--- config.mk ---
export PLATFORM = sky130hd
export DESIGN_NAME = logic_unit_pipe
export DESIGN_NICKNAME = d
export VERILOG_FILES = /design/src/rtl/logic_unit_pkg.sv /design/src/rtl/popcount_w.sv /design/src/rtl/logic_unit_pipe.sv
export SDC_FILE = /design/constraint.sdc
export NUM_CORES = 1
export LEC_CHECK = 0
export CORE_MARGIN = 2
export CORE_UTILIZATION = 40
export CTS_CLUSTER_SIZE = 8
export DETAILED_ROUTE_END_ITERATION = 7
export GPL_TIMING_DRIVEN = 0
export PLACE_DENSITY = 0.78
export SYNTH_ARGS = -nofsm -noshare
export SYNTH_HDL_FRONTEND = slang
export SYNTH_SLANG_ARGS = --single-unit
--- constraint.sdc ---
create_clock -name clk -period 2.4 [get_ports clk]
set_input_delay 0.48 -clock clk [delete_from_list [all_inputs] [get_ports clk]]
set_output_delay 0.48 -clock clk [all_outputs]
set_load 0.05 [all_outputs]
--- src/rtl/logic_unit_pkg.sv ---
// Shared definitions for the registered bitwise logic unit: op encodings,
// sweep FSM states and the bit-level evaluation function.
package logic_unit_pkg;

    localparam int MAX_W = 6;

    typedef enum logic [2:0] {
        OP_ANDN  = 3'd0,
        OP_OR    = 3'd1,
        OP_AND   = 3'd2,
        OP_XOR   = 3'd3,
        OP_NAND  = 3'd4,
        OP_NOR   = 3'd5,
        OP_XNOR  = 3'd6,
        OP_PASSA = 3'd7
    } op_e;

    typedef enum logic [1:0] {
        IDLE  = 2'd0,
        SWEEP = 2'd1,
        DRAIN = 2'd2
    } state_e;

    // Evaluated at full package width; callers truncate to their own W.
    function automatic logic [MAX_W-1:0] logic_eval(input logic [2:0] op,
                                                    input logic [MAX_W-1:0] a,
                                                    input logic [MAX_W-1:0] b);
        case (op_e'(op))
            OP_ANDN: logic_eval = ~a & b;
            OP_OR:   logic_eval = a | b;
            OP_AND:  logic_eval = a & b;
            OP_XOR:  logic_eval = a ^ b;
            OP_NAND: logic_eval = ~(a & b);
            OP_NOR:  logic_eval = ~(a | b);
            OP_XNOR: logic_eval = ~(a ^ b);
            default: logic_eval = a;
        endcase
    endfunction

endpackage

--- src/rtl/popcount_w.sv ---
// Combinational population count of a W-bit word.
module popcount_w #(
    parameter int W = 1
) (
    input  logic [W-1:0]         bits,
    output logic [$clog2(W):0]   count
);
    localparam int PW = $clog2(W) + 1;

    // NOTE: a combinational output gets a default before any conditional or
    // accumulating update, so no path leaves it unassigned and no latch is inferred.
    always_comb begin
        count = '0;
        for (int i = 0; i < W; i++) begin
            count = count + PW'(bits[i]);
        end
    end

endmodule

--- src/rtl/logic_unit_pipe.sv ---
// Registered W-bit logic unit with valid/ready streams and a built-in
// exhaustive sweep mode that accumulates the ones-count of every result.
module logic_unit_pipe
    import logic_unit_pkg::*;
#(
    parameter  int W     = 1,
    localparam int CNT_W = 2 * W + $clog2(W) + 1
) (
    input  logic             clk,
    input  logic             rst_n,
    input  logic             in_valid,
    output logic             in_ready,
    input  logic [W-1:0]     in_a,
    input  logic [W-1:0]     in_b,
    input  logic [2:0]       in_op,
    output logic             out_valid,
    input  logic             out_ready,
    output logic [W-1:0]     out_s,
    input  logic             sweep_start,
    input  logic [2:0]       sweep_op,
    output logic             sweep_busy,
    output logic             sweep_done,
    output logic [CNT_W-1:0] sweep_ones
);
    localparam int CW = 2 * W;
    localparam int PW = $clog2(W) + 1;

    state_e           state_q, state_d;
    logic [CW-1:0]    cnt_q;
    logic [2:0]       sweep_op_q;
    logic             done_q;
    logic [CNT_W-1:0] ones_q;

    logic             load, in_fire, issue, last_issue, start, last_accept;
    logic [W-1:0]     in_s, issue_s;
    logic [PW-1:0]    issue_pop;

    assign in_s    = W'(logic_eval(in_op, MAX_W'(in_a), MAX_W'(in_b)));
    assign issue_s = W'(logic_eval(sweep_op_q, MAX_W'(cnt_q[CW-1:W]), MAX_W'(cnt_q[W-1:0])));

    popcount_w #(.W(W)) u_pop (
        .bits  (issue_s),
        .count (issue_pop)
    );

    // The output register may take a new beat whenever it is empty or being drained.
    assign load        = !out_valid || out_ready;
    assign in_ready    = (state_q == IDLE) && load;
    assign in_fire     = in_valid && in_ready;
    assign issue       = (state_q == SWEEP) && load;
    assign last_issue  = issue && (&cnt_q);
    assign start       = (state_q == IDLE) && sweep_start && !out_valid;
    assign last_accept = (state_q == DRAIN) && out_valid && out_ready;

    assign sweep_busy = (state_q != IDLE);
    assign sweep_done = done_q;
    assign sweep_ones = ones_q;

    always_comb begin
        state_d = state_q;
        case (state_q)
            IDLE:    if (start)       state_d = SWEEP;
            SWEEP:   if (last_issue)  state_d = DRAIN;
            DRAIN:   if (last_accept) state_d = IDLE;
            default:                  state_d = IDLE;
        endcase
    end

    // NOTE: sequential state uses non-blocking assignments so every flop samples
    // pre-edge values regardless of statement order.
    always_ff @(posedge clk or negedge rst_n) begin
        if (!rst_n) begin
            state_q    <= IDLE;
            cnt_q      <= '0;
            sweep_op_q <= 3'd0;
            ones_q     <= '0;
            done_q     <= 1'b0;
        end else begin
            state_q <= state_d;
            done_q  <= last_accept;
            if (start) begin
                cnt_q      <= '0;
                ones_q     <= '0;
                sweep_op_q <= sweep_op;
            end else if (issue) begin
                ones_q <= ones_q + CNT_W'(issue_pop);
                if (!(&cnt_q)) begin
                    cnt_q <= cnt_q + 1'b1;
                end
            end
        end
    end

    always_ff @(posedge clk or negedge rst_n) begin
        if (!rst_n) begin
            out_valid <= 1'b0;
            out_s     <= '0;
        end else if (in_fire || issue) begin
            out_valid <= 1'b1;
            out_s     <= issue ? issue_s : in_s;
        end else if (out_ready) begin
            out_valid <= 1'b0;
        end
    end

endmodule
==> tab_implementation.tex, run 1 <==
\begin{tabular}{lr}
\hline
Metric & Value \\
\hline
\multicolumn{2}{l}{\textbf{STA}} \\
\quad Finish-stage setup viols & 0 \\
\quad RSZ-0062 raised after global routing & yes \\
\quad Min cycle time layout & 2.25 ns \\
\quad Worst rel slew slack & 60.5\% \\
\quad Number of hold violations in the final report & 0 \\
\quad Worst-margin pin slew & 0.590 ns \\
\quad Share of the clock period used by the worst path & 93.7\% \\
\quad Post-route worst setup slack & 0.150 ns \\
\quad Fmax & 445 MHz \\
\quad Pins Over Slew Limit & 0 \\
\quad Max Clock Skew & 0.00360 ns \\
\quad Worst hold slack across all endpoints & 0.525 ns \\
\quad Total negative slack & 0 ns \\
\multicolumn{2}{l}{\textbf{Power}} \\
\quad Standby leakage power & 0.503 nW \\
\quad Worst voltage drop across the vdd grid & 625 uV \\
\quad Pwr Total & 1.40 mW \\
\quad Total power density per cell area & 1260 nW/um2 \\
\multicolumn{2}{l}{\textbf{Clock tree}} \\
\quad H-Tree Level Count & 1 \\
\quad TritonCTS sink count & 13 \\
\quad Source-to-sink clock delay at the later pin of the worst-skew pair & 0.28 ns \\
\quad Register clock-pin slew on the reported worst setup and hold paths & 0.08 ns \\
\quad Num CTS Buffers & 3 \\
\quad Clock tree from TritonCTS & done \\
\quad Buffer type at the clock tree root & clkbuf\_4 \\
\quad Maximum number of buffers from clock root to sink & 2 \\
\multicolumn{2}{l}{\textbf{Die}} \\
\quad Area inside the core boundary & 1980 um2 \\
\quad X dimension of the die & 49.8 um \\
\quad Standard-cell row count & 16 \\
\quad Number of top-level design ports & 21 \\
\quad Starting Density & 42.4\% \\
\quad Die footprint & 2480 um2 \\
\quad Die Ht & 49.8 um \\
\multicolumn{2}{l}{\textbf{Placed design}} \\
\quad Placed cell areas & 1070 um2 \\
\quad Placer's final routability congestion estimate & 0.815 \\
\quad Hpwl dp & 1.28 mm \\
\quad Post-Place Worst Slack & -0.287 ns \\
\quad Count of buffers inserted at the top-level ports & 20 \\
\quad Instance count after placement with tap cells included & 135 \\
\multicolumn{2}{l}{\textbf{Synthesis}} \\
\quad Cell area after synthesis & 841 um2 \\
\quad Post-synthesis net count & 110 \\
\quad Yosys warnings & 0 \\
\quad Count of state elements after synthesis & 13 \\
\quad Sequential-to-total area share from yosys stat & 38.7\% \\
\quad Count of different cell masters after synthesis & 26 \\
\quad Mean area per synthesized cell & 9.55 um2 \\
\quad Gate Count Post-Synth & 88 \\
\multicolumn{2}{l}{\textbf{Setup path}} \\
\quad Critical Path Source Type & register \\
\quad Critical Path, Cell by Cell & inv\_1, ha\_1, nand2b\_1, nor2b\_1, o311ai\_2, inv\_1, ha\_1, ha\_1, inv\_1, nor2\_1, xnor2\_1, nor2\_1 \\
\quad RR Endpoint & sweep\_ones[2]\$\_DFFE\_PN0P\_ \\
\quad Launch instance of the worst register-to-register path & cnt\_q[1]\$\_DFFE\_PN0P\_ \\
\quad Critical Setup Path Class & reg -> reg \\
\quad Crit path arrival time & 2.42 ns \\
\quad CP max stage delay & 0.41 ns \\
\quad Slowest cell on the critical path & dfrtp\_1 \\
\quad Worst R2R Setup Slack & 0.15 ns \\
\quad Crit path required time & 2.57 ns \\
\quad Buf+Inv Stages, Crit Path & 3 \\
\quad R2R cell count & 12 \\
\quad Cell family with the largest share of critical-path delay & adder cells \\
\quad Worst setup path startpoint & cnt\_q[1]\$\_DFFE\_PN0P\_ \\
\quad WP depth & 12 \\
\quad Worst setup EP type & register \\
\quad CP endpoint & sweep\_ones[2]\$\_DFFE\_PN0P\_ \\
\quad CP Max Fanout & 5 \\
\multicolumn{2}{l}{\textbf{Detailed routing}} \\
\quad Sum of routed wire length over all layers & 1.63 mm \\
\quad Met2 WL & 862 um \\
\quad Post-route ant nets & 0 \\
\quad DR WL met3 & 51 um \\
\quad Average detailed-routed wire length per instance & 11.7 um \\
\quad Post-route DRC violation count & 0 \\
\quad Met1 wire length & 693 um \\
\quad Initial DRC count & 4 \\
\quad Highest routing layer actually used & met4 \\
\quad Detailed-routing iteration count for the pre-antenna-repair pass & 2 \\
\quad Vias/cell & 5.07 \\
\quad Vias & 710 \\
\multicolumn{2}{l}{\textbf{Min path}} \\
\quad Worst min path class & reg -> reg \\
\multicolumn{2}{l}{\textbf{Global route}} \\
\quad GRT Residual Overflow & 0 \\
\quad Wire length of the first global-routing pass & 2.84 mm \\
\quad Largest net degree at the start of global routing & 14 \\
\quad Initial antenna violation count & 0 \\
\quad Global routing usage summed across all routing layers & 15.2\% \\
\quad Vias in the first global route & 718 \\
\multicolumn{2}{l}{\textbf{Flow run}} \\
\quad Reported max-cap violation count & 0 \\
\multicolumn{2}{l}{\textbf{Cells and area}} \\
\quad Most common cell after layout, fill and taps aside & clkdlybuf4s50\_1 \\
\quad Final Cell Area & 1120 um2 \\
\quad Layout area overhead & 32.9\% \\
\quad Antenna Diode Count & 0 \\
\quad Proportion of layout cells with a drive suffix above 1 & 15.0\% \\
\quad Number of standard cells in the layout, taps in and fillers out & 140 \\
\quad Final Core Density & 56.4\% \\
\quad Final net count & 136 \\
\quad Commonest cells after routing, fill and taps aside & clkdlybuf4s50\_1 (19), dfrtp\_1 (12), nor2\_1 (10), ha\_1 (9), inv\_1 (8) \\
\multicolumn{2}{l}{\textbf{Run status}} \\
\quad Result of the run & completed \\
\hline
\end{tabular}
==> synthesized netlist by cell type, drive strengths merged <==
master / count / area (um2)
nand3: 2 / 10.0
buf: 1 / 5.00
and4b: 1 / 10.0
or2: 1 / 8.76
xnor2: 3 / 26.3
mux2i: 3 / 30.0
a2111oi: 1 / 10.0
nand3b: 1 / 11.3
o211ai: 1 / 7.51
o221ai: 1 / 15.0
a31oi: 1 / 6.26
a21oi: 3 / 15.0
o2111ai: 1 / 8.76
nor2b: 4 / 25.0
nand2: 7 / 26.3
dfrtp: 13 / 325
nand2b: 3 / 18.8
o21ai: 7 / 35.0
nand4: 1 / 6.26
nor2: 12 / 55.1
ha: 9 / 113
mux2: 3 / 33.8
o311ai: 1 / 8.76
inv: 8 / 30.0
==> worst min-delay path by stage <==
stage / start / endpoint / slack (ns) / cells after the start
finish: out_s$_DFFE_PN0P_ / out_s$_DFFE_PN0P_ / 0.53 / 2
global route: out_s$_DFFE_PN0P_ / out_s$_DFFE_PN0P_ / 0.55 / 2
CTS: state_q[1]$_DFFE_PN0P_ / state_q[0]$_DFFE_PN0P_ / 0.53 / 1
detailed placement: out_s$_DFFE_PN0P_ / out_s$_DFFE_PN0P_ / 0.51 / 2
global placement: out_s$_DFFE_PN0P_ / out_s$_DFFE_PN0P_ / 0.51 / 2
floorplan: rst_n / cnt_q[0]$_DFFE_PN0P_ / 0.18 / 0
==> cell type report <==
class                           instances  area (um2)
Buffer                                  1        5.00
Multi-Input combinational cell         66         493
Fill cell                             172         865
Tap cell                               27        33.8
Timing Repair Buffer                   21         203
Clock buffer                            4        26.3
Inverter                                8        30.0
Sequential cell                        13         327
==> what timing repair did <==
| item | in CTS | in global routing |
|---|---|---|
| endpoints found under the hold margin | 0 | 0 |
| hold buffers | 0 | 0 |
| gates resized for setup | 3 | 3 |
| endpoints found under the setup margin | 2 | 3 |
| buffers inserted | 0 | 1 |
| cloned | 0 | 0 |
==> registers in the layout, indices dropped and copies added (netlist names) <==
signal,count
sweep_ones,3
sweep_op_q,3
cnt_q,2
state_q,2
out_s,1
out_valid,1
sweep_done,1
==> kinds of logic after synthesis <==
group | after synthesis | share of synthesized area, %
simple gates | 32 | 20.4
compound gates | 16 | 12.6
flops | 13 | 38.7
buf+inv | 9 | 4.17
fa+ha+maj | 9 | 13.4
mux | 6 | 7.59
xor+xnor | 3 | 3.13
==> power by group <==
group | switching, mW | internal (mW) | leakage, nW
sequential | 0.102 | 0.316 | 0.160
clock | 0.0737 | 0.0646 | 0.0150
combinational | 0.499 | 0.349 | 0.327
==> worst register-to-register path: stages (launching register included) <==
cell and delay (ns):
dfrtp_1 0.41, inv_1 0.08, ha_1 0.29, nand2b_1 0.16, nor2b_1 0.16, o311ai_2 0.32
inv_1 0.08, ha_1 0.19, ha_1 0.17, inv_1 0.05, nor2_1 0.04, xnor2_1 0.14
nor2_1 0.05
==> metal layers <==
| metal | up-vias | GRT usage [%] |
|---|---|---|
| li1 | 356 | - |
| met1 | 334 | 15.9 |
| met2 | 17 | 28.9 |
| met3 | 3 | 2.73 |
| met4 | 0 | 6.94 |
| met5 | - | 0 |
Power figures use the tool's default switching activity.
==> run 2, diff against run 1 <==
--- a/config.mk
+++ b/config.mk
@@ -5,6 +5,7 @@
 export SDC_FILE = /design/constraint.sdc
 export NUM_CORES = 1
 export LEC_CHECK = 0
+export CORE_ASPECT_RATIO = 0.7
 export CORE_MARGIN = 2
 export CORE_UTILIZATION = 40
 export CTS_CLUSTER_SIZE = 8
==> tab_implementation.tex, run 2 (same netlist as run 1, synthesis figures left out) <==
\begin{tabular}{lr}
\hline
Metric & Value \\
\hline
\multicolumn{2}{l}{\textbf{Cells and area}} \\
\quad Number of filler cells placed in the layout & 180 (+4.7\%) \\
\quad Sequential cell area & 328 um2 (+0.38\%) \\
\quad Commonest cells after routing, fill and taps aside & clkdlybuf4s50\_1 (19), dfrtp\_1 (11), nor2\_1 (10), ha\_1 (9), inv\_1 (8) \\
\quad Proportion of layout cells with a drive suffix above 1 & 18.1\% (+3.1 points) \\
\quad Number of standard cells in the layout, taps in and fillers out & 138 (-1.4\%) \\
\quad Final net count & 139 (+2.2\%) \\
\quad Final Cell Area & 1130 um2 (+1.6\%) \\
\quad Antenna Diode Count & 0 (unchanged) \\
\quad Most common cell after layout, fill and taps aside & clkdlybuf4s50\_1 \\
\quad Total area of multi-input combinational cells & 493 um2 (unchanged) \\
\quad Layout area overhead & 35.0\% \\
\multicolumn{2}{l}{\textbf{Global route}} \\
\quad Global routing usage summed across all routing layers & 18.1\% (+2.9 points) \\
\quad Initial antenna violation count & 0 (unchanged) \\
\quad Vias in the first global route & 742 (+3.3\%) \\
\quad Largest net degree at the start of global routing & 14 (unchanged) \\
\quad Wire length of the first global-routing pass & 3.44 mm (+21\%) \\
\quad GRT Residual Overflow & 0 (unchanged) \\
\multicolumn{2}{l}{\textbf{Flow run}} \\
\quad Reported max-cap violation count & 0 (unchanged) \\
\multicolumn{2}{l}{\textbf{Clock tree}} \\
\quad H-Tree Level Count & 1 (unchanged) \\
\quad TritonCTS sink count & 13 (unchanged) \\
\quad Register clock-pin slew on the reported worst setup and hold paths & 0.08 ns (about the same) \\
\quad Maximum number of buffers from clock root to sink & 2 (unchanged) \\
\quad Num CTS Buffers & 3 (unchanged) \\
\quad Clock tree from TritonCTS & done \\
\quad Source-to-sink clock delay at the later pin of the worst-skew pair & 0.27 ns (about the same) \\
\quad Buffer type at the clock tree root & clkbuf\_4 \\
\multicolumn{2}{l}{\textbf{Detailed routing}} \\
\quad Post-route DRC violation count & 0 (unchanged) \\
\quad Post-route ant nets & 0 (unchanged) \\
\quad Vias & 728 (+2.5\%) \\
\quad Detailed-routing iteration count for the pre-antenna-repair pass & 4 (+2) \\
\quad Highest routing layer actually used & met4 \\
\quad Average detailed-routed wire length per instance & 14.1 um (+21\%) \\
\quad DR WL met3 & 48 um (-5.9\%) \\
\quad Initial DRC count & 18 (+14) \\
\quad Met1 wire length & 865 um (+25\%) \\
\quad Sum of routed wire length over all layers & 1.95 mm (+19\%) \\
\quad Met2 WL & 984 um (+14\%) \\
\quad Vias/cell & 5.28 (+4.0\%) \\
\multicolumn{2}{l}{\textbf{STA}} \\
\quad Worst hold slack across all endpoints & 0.546 ns (+0.0206 ns) \\
\quad Worst-margin pin slew & 0.599 ns (+0.00868 ns) \\
\quad Post-route worst setup slack & 0.121 ns (-0.0291 ns) \\
\quad Min cycle time layout & 2.28 ns (+0.0291 ns) \\
\quad Worst rel slew slack & 60.0\% (-0.58 points) \\
\quad Max Clock Skew & 0.00422 ns (+0.000625 ns) \\
\quad Fmax & 439 MHz (-1.3\%) \\
\quad RSZ-0062 raised after global routing & yes \\
\quad Share of the clock period used by the worst path & 94.9\% (+1.2 points) \\
\quad Pins Over Slew Limit & 0 (unchanged) \\
\quad Number of hold violations in the final report & 0 (unchanged) \\
\quad Finish-stage setup viols & 0 (unchanged) \\
\multicolumn{2}{l}{\textbf{Setup path}} \\
\quad CP max stage delay & 0.41 ns (about the same) \\
\quad Launch instance of the worst register-to-register path & cnt\_q[0]\$\_DFFE\_PN0P\_ \\
\quad Critical Setup Path Class & reg -> reg \\
\quad RR Endpoint & sweep\_ones[2]\$\_DFFE\_PN0P\_ \\
\quad Critical Path, Cell by Cell & inv\_1, ha\_1, nand2b\_1, nor2b\_1, o311ai\_2, inv\_1, ha\_1, ha\_1, inv\_1, nor2\_1, xnor2\_1, nor2\_1 \\
\quad R2R cell count & 12 (unchanged) \\
\quad Critical Path Source Type & register \\
\quad Cell family with the largest share of critical-path delay & adder cells \\
\quad Slowest cell on the critical path & dfrtp\_2 \\
\quad Worst R2R Setup Slack & 0.12 ns (-0.03 ns) \\
\quad Buf+Inv Stages, Crit Path & 3 (unchanged) \\
\quad Crit path required time & 2.56 ns (about the same) \\
\quad CP Max Fanout & 5 (unchanged) \\
\quad Worst setup EP type & register \\
\quad Crit path arrival time & 2.44 ns (+0.02 ns) \\
\multicolumn{2}{l}{\textbf{Die}} \\
\quad Number of top-level design ports & 21 (unchanged) \\
\quad Die footprint & 2490 um2 (+0.25\%) \\
\quad Area inside the core boundary & 1920 um2 (-3.2\%) \\
\quad Starting Density & 43.8\% (+1.4 points) \\
\quad X dimension of the die & 58.8 um (+18\%) \\
\quad Standard-cell row count & 13 (-3) \\
\quad Die Ht & 42.4 um (-15\%) \\
\multicolumn{2}{l}{\textbf{Power}} \\
\quad Worst voltage drop across the vdd grid & 661 uV (+5.8\%) \\
\quad Standby leakage power & 0.516 nW (+2.7\%) \\
\quad Total power density per cell area & 1300 nW/um2 (+3.4\%) \\
\quad Pwr Total & 1.47 mW (+5.0\%) \\
\multicolumn{2}{l}{\textbf{Placed design}} \\
\quad Instance count after placement with tap cells included & 130 (-3.7\%) \\
\quad Hpwl dp & 1.40 mm (+8.8\%) \\
\quad Post-Place Worst Slack & -0.303 ns (-0.0158 ns) \\
\quad Placer's final routability congestion estimate & 0.725 (-11\%) \\
\quad Placed cell areas & 1070 um2 (-0.58\%) \\
\quad Count of buffers inserted at the top-level ports & 20 (unchanged) \\
\multicolumn{2}{l}{\textbf{Min path}} \\
\quad Worst min-delay path startpoint & out\_s\$\_DFFE\_PN0P\_ \\
\quad Worst min path class & reg -> reg \\
\quad Destination of the worst hold path & out\_s\$\_DFFE\_PN0P\_ \\
\quad Cells on Worst Hold Path & 2 (unchanged) \\
\multicolumn{2}{l}{\textbf{Run status}} \\
\quad Result of the run & completed \\
\hline
\end{tabular}
run 2: per-layer routing:
metal  GRT usage [%]  vias to the layer above
li1                -                      356
met1            24.2                      351
met2            28.4                       15
met3            2.47                        6
met4            9.09                        0
met5               0                        -
run 2: how the worst max path moves through the flow:
stage               cells after the start                         to                 start
global route                           12  sweep_ones[2]$_DFFE_PN0P_  cnt_q[0]$_DFFE_PN0P_
CTS                                     4                   in_ready             out_ready
detailed placement                      4                   in_ready             out_ready
global placement                        4                   in_ready             out_ready
floorplan                              12  sweep_ones[2]$_DFFE_PN0P_  cnt_q[0]$_DFFE_PN0P_
finish                                 12  sweep_ones[2]$_DFFE_PN0P_  cnt_q[0]$_DFFE_PN0P_
run 2: timing repair:
item	in CTS	in global routing
pin swaps	0	1
setup endpoints to repair	3	3
resized for setup	3	4
hold buffers	0	0
setup buffers	0	4
run 2: layout make-up:
cell class / count / area share, %
Multi-Input combinational cell: 66 / 43.4
Tap cell: 22 / 2.43
Inverter: 8 / 2.65
Clock buffer: 4 / 2.32
Timing Repair Buffer: 24 / 19.8
Sequential cell: 13 / 28.9
Buffer: 1 / 0.441
run 2: report_power, final:
group	internal, mW	switching [mW]
registers	0.317	0.101
clock network	0.0644	0.0728
logic	0.394	0.525
total	0.776	0.698
run 2: tightest hold or removal path, delay by kind of cell (launching register included):
kind,cells,cell delay (ns)
AO/OA/AOI/OAI,1,0.06
flip-flops,1,0.37
AND/OR/NAND/NOR,1,0.08
run 2: stage by stage:
step                      TNS (ns)  util (%)
after global routing       -0.0737      59.1
final                            0      59.1
after CTS                        0      57.4
after global placement      -0.253      55.7
after floorplan                  0         -
after detailed placement    -0.362      55.7
==> run 3, diff against run 2 <==
--- a/config.mk
+++ b/config.mk
@@ -5,7 +5,7 @@
 export SDC_FILE = /design/constraint.sdc
 export NUM_CORES = 1
 export LEC_CHECK = 0
-export CORE_ASPECT_RATIO = 0.7
+export CORE_ASPECT_RATIO = 1.1
 export CORE_MARGIN = 2
 export CORE_UTILIZATION = 40
 export CTS_CLUSTER_SIZE = 8
==> constraint.sdc (replaced) <==
create_clock -name clk -period 2.77 [get_ports clk]
set_input_delay 0.554 -clock clk [delete_from_list [all_inputs] [get_ports clk]]
set_output_delay 0.554 -clock clk [all_outputs]
set_load 0.05 [all_outputs]
==> tab_implementation.tex, run 3 (same netlist as run 1, synthesis figures left out) <==
\begin{tabular}{lr}
\hline
Metric & Value \\
\hline
\multicolumn{2}{l}{\textbf{Run status}} \\
\quad Result of the run & completed \\
\multicolumn{2}{l}{\textbf{Setup path}} \\
\quad Slowest cell on the critical path & dlygate4sd2\_1 \\
\quad RR Endpoint & sweep\_ones[2]\$\_DFFE\_PN0P\_ \\
\quad R2R cell count & 12 (unchanged) \\
\quad Buf+Inv Stages, Crit Path & 2 (-1) \\
\quad Crit path required time & 2.22 ns (-0.34 ns) \\
\quad Critical Path, Cell by Cell & clkdlybuf4s50\_1, nand2b\_1, nor2b\_1, dlygate4sd2\_1 \\
\quad CP max stage delay & 0.54 ns (+0.13 ns) \\
\quad Critical Setup Path Class & in -> out \\
\quad Worst setup EP type & primary output \\
\quad Crit path arrival time & 1.97 ns (-0.47 ns) \\
\quad Launch instance of the worst register-to-register path & cnt\_q[0]\$\_DFFE\_PN0P\_ \\
\quad Cell family with the largest share of critical-path delay & buffers and inverters \\
\quad Worst R2R Setup Slack & 0.33 ns (+0.21 ns) \\
\quad Critical Path Source Type & input port \\
\quad CP Max Fanout & 5 (unchanged) \\
\multicolumn{2}{l}{\textbf{Clock tree}} \\
\quad H-Tree Level Count & 1 (unchanged) \\
\quad Num CTS Buffers & 3 (unchanged) \\
\quad Maximum number of buffers from clock root to sink & 2 (unchanged) \\
\quad Source-to-sink clock delay at the later pin of the worst-skew pair & 0.27 ns (about the same) \\
\quad Buffer type at the clock tree root & clkbuf\_4 \\
\quad Number of setup buffers added after CTS & 0 (unchanged) \\
\quad Clock tree from TritonCTS & done \\
\quad TritonCTS sink count & 13 (unchanged) \\
\quad Register clock-pin slew on the reported worst setup and hold paths & 0.08 ns (about the same) \\
\multicolumn{2}{l}{\textbf{STA}} \\
\quad Min cycle time layout & 2.53 ns \\
\quad Share of the clock period used by the worst path & 91.3\% \\
\quad Number of hold violations in the final report & 0 (unchanged) \\
\quad Fmax & 396 MHz \\
\quad RSZ-0062 raised after global routing & no \\
\quad Worst rel slew slack & 61.5\% (+1.5 points) \\
\quad Max Clock Skew & 0.00269 ns (-0.00153 ns) \\
\quad Finish-stage setup viols & 0 (unchanged) \\
\quad Worst hold slack across all endpoints & 0.531 ns (-0.0155 ns) \\
\quad Pins Over Slew Limit & 0 (unchanged) \\
\quad Worst-margin pin slew & 0.576 ns (-0.0232 ns) \\
\quad Total negative slack & 0 ns (unchanged) \\
\quad Post-route worst setup slack & 0.242 ns (+0.120 ns) \\
\multicolumn{2}{l}{\textbf{Detailed routing}} \\
\quad Initial DRC count & 7 (-11) \\
\quad Detailed-routing iteration count for the pre-antenna-repair pass & 4 (unchanged) \\
\quad Sum of routed wire length over all layers & 1.62 mm (-17\%) \\
\quad Vias/cell & 5.10 (-3.3\%) \\
\quad Average detailed-routed wire length per instance & 11.6 um (-18\%) \\
\quad Vias & 714 (-1.9\%) \\
\quad Post-route ant nets & 0 (unchanged) \\
\quad Post-route DRC violation count & 0 (unchanged) \\
\multicolumn{2}{l}{\textbf{Die}} \\
\quad Starting Density & 42.1\% (-1.8 points) \\
\quad Die Ht & 52.1 um (+23\%) \\
\quad Number of top-level design ports & 21 (unchanged) \\
\quad Standard-cell row count & 17 (+4) \\
\quad Die footprint & 2490 um2 (-0.22\%) \\
\quad Area inside the core boundary & 2000 um2 (+4.2\%) \\
\quad X dimension of the die & 47.7 um (-19\%) \\
\multicolumn{2}{l}{\textbf{Global route}} \\
\quad GR Layer Usage met1 & 18.0\% (-6.2 points) \\
\quad Initial antenna violation count & 0 (unchanged) \\
\quad Vias in the first global route & 662 (-11\%) \\
\quad GRT Residual Overflow & 0 (unchanged) \\
\quad Met3 routing resource usage after global routing & 3.82\% (+1.4 points) \\
\quad Largest net degree at the start of global routing & 14 (unchanged) \\
\quad Global routing usage summed across all routing layers & 15.2\% (-2.9 points) \\
\quad Routing usage on met2 & 24.4\% (-4.0 points) \\
\quad Routing layer with the top usage in global route & met2 \\
\quad Wire length of the first global-routing pass & 2.69 mm (-22\%) \\
\multicolumn{2}{l}{\textbf{Min path}} \\
\quad Cells on Worst Hold Path & 2 (unchanged) \\
\quad Worst min-delay path startpoint & out\_s\$\_DFFE\_PN0P\_ \\
\quad Worst min path class & reg -> reg \\
\quad Destination of the worst hold path & out\_s\$\_DFFE\_PN0P\_ \\
\multicolumn{2}{l}{\textbf{Power}} \\
\quad Pwr Total & 1.18 mW (-20\%) \\
\quad Total power density per cell area & 1070 nW/um2 (-17\%) \\
\quad Standby leakage power & 0.498 nW (-3.5\%) \\
\quad Worst voltage drop across the vdd grid & 432 uV (-35\%) \\
\multicolumn{2}{l}{\textbf{Cells and area}} \\
\quad Total area of multi-input combinational cells & 480 um2 (-2.5\%) \\
\quad Antenna Diode Count & 0 (unchanged) \\
\quad Final net count & 135 (-2.9\%) \\
\quad Layout area overhead & 31.0\% \\
\quad Sequential cell area & 325 um2 (-0.76\%) \\
\quad Proportion of layout cells with a drive suffix above 1 & 10.7\% (-7.4 points) \\
\quad Commonest cells after routing, fill and taps aside & clkdlybuf4s50\_1 (19), dfrtp\_1 (13), nor2\_1 (10), ha\_1 (9), inv\_1 (8) \\
\quad Most common cell after layout, fill and taps aside & clkdlybuf4s50\_1 \\
\quad Number of filler cells placed in the layout & 203 (+13\%) \\
\multicolumn{2}{l}{\textbf{Placed design}} \\
\quad Hpwl dp & 1.27 mm (-8.9\%) \\
\quad Post-Place Worst Slack & -0.0387 ns (+0.264 ns) \\
\quad Placer's final routability congestion estimate & 0.813 (+12\%) \\
\quad Count of buffers inserted at the top-level ports & 20 (unchanged) \\
\multicolumn{2}{l}{\textbf{Flow run}} \\
\quad Reported max-cap violation count & 0 (unchanged) \\
\hline
\end{tabular}
run 3: cell type report:
type	count	share of cell area (%)
inverters	8	2.73
well taps	28	3.18
multi-input cells	66	43.6
clock buffers	4	2.39
repair buffers	20	18.1
flip-flops and latches	13	29.5
plain buffers	1	0.455
run 3: layer usage:
| layer | vias up | wire length, um |
|---|---|---|
| li1 | 350 | - |
| met4 | 0 | 17 |
| met5 | - | 0 |
| met1 | 338 | 686 |
| met2 | 24 | 829 |
| met3 | 2 | 90 |
run 3: worst max-delay path by stage:
| stage | start | endpoint | slack [ns] | cells after the start |
|---|---|---|---|---|
| after CTS | out_ready | in_ready | 0.23 | 4 |
| final | out_ready | in_ready | 0.24 | 4 |
| after global routing | cnt_q[0]$_DFFE_PN0P_ | sweep_ones[2]$_DFFE_PN0P_ | 0.12 | 12 |
| after floorplan | cnt_q[0]$_DFFE_PN0P_ | sweep_ones[2]$_DFFE_PN0P_ | 0.64 | 12 |
| after detailed placement | out_ready | in_ready | -0.04 | 4 |
| after global placement | out_ready | in_ready | -0.06 | 4 |
run 3: stage by stage:
step / utilization (%) / cells / cell area, um2
5_1_grt: 55.1 / 140 / 1100
6_report: 55.1 / 140 / 1100
4_1_cts: 55.1 / 140 / 1100
3_3_place_gp: 53.8 / 136 / 1080
3_5_place_dp: 53.8 / 136 / 1080
2_1_floorplan: - / 88 / 841
run 3: power breakdown:
part | leakage, nW | internal, mW | switching (mW)
Clock | 0.0150 | 0.0557 | 0.0642
Combinational | 0.322 | 0.288 | 0.418
Sequential | 0.161 | 0.272 | 0.0857
run 3: worst min-delay path, stage by stage, from the launching register on:
cell and delay, ns:
dfrtp_1 0.35, nand3_1 0.09, o221ai_2 0.06
run 3: timing repair:
| item | CTS | global route |
|---|---|---|
| hold buffers | 0 | 0 |
| gates resized for setup | 1 | 0 |
| setup endpoints to repair | 1 | 0 |
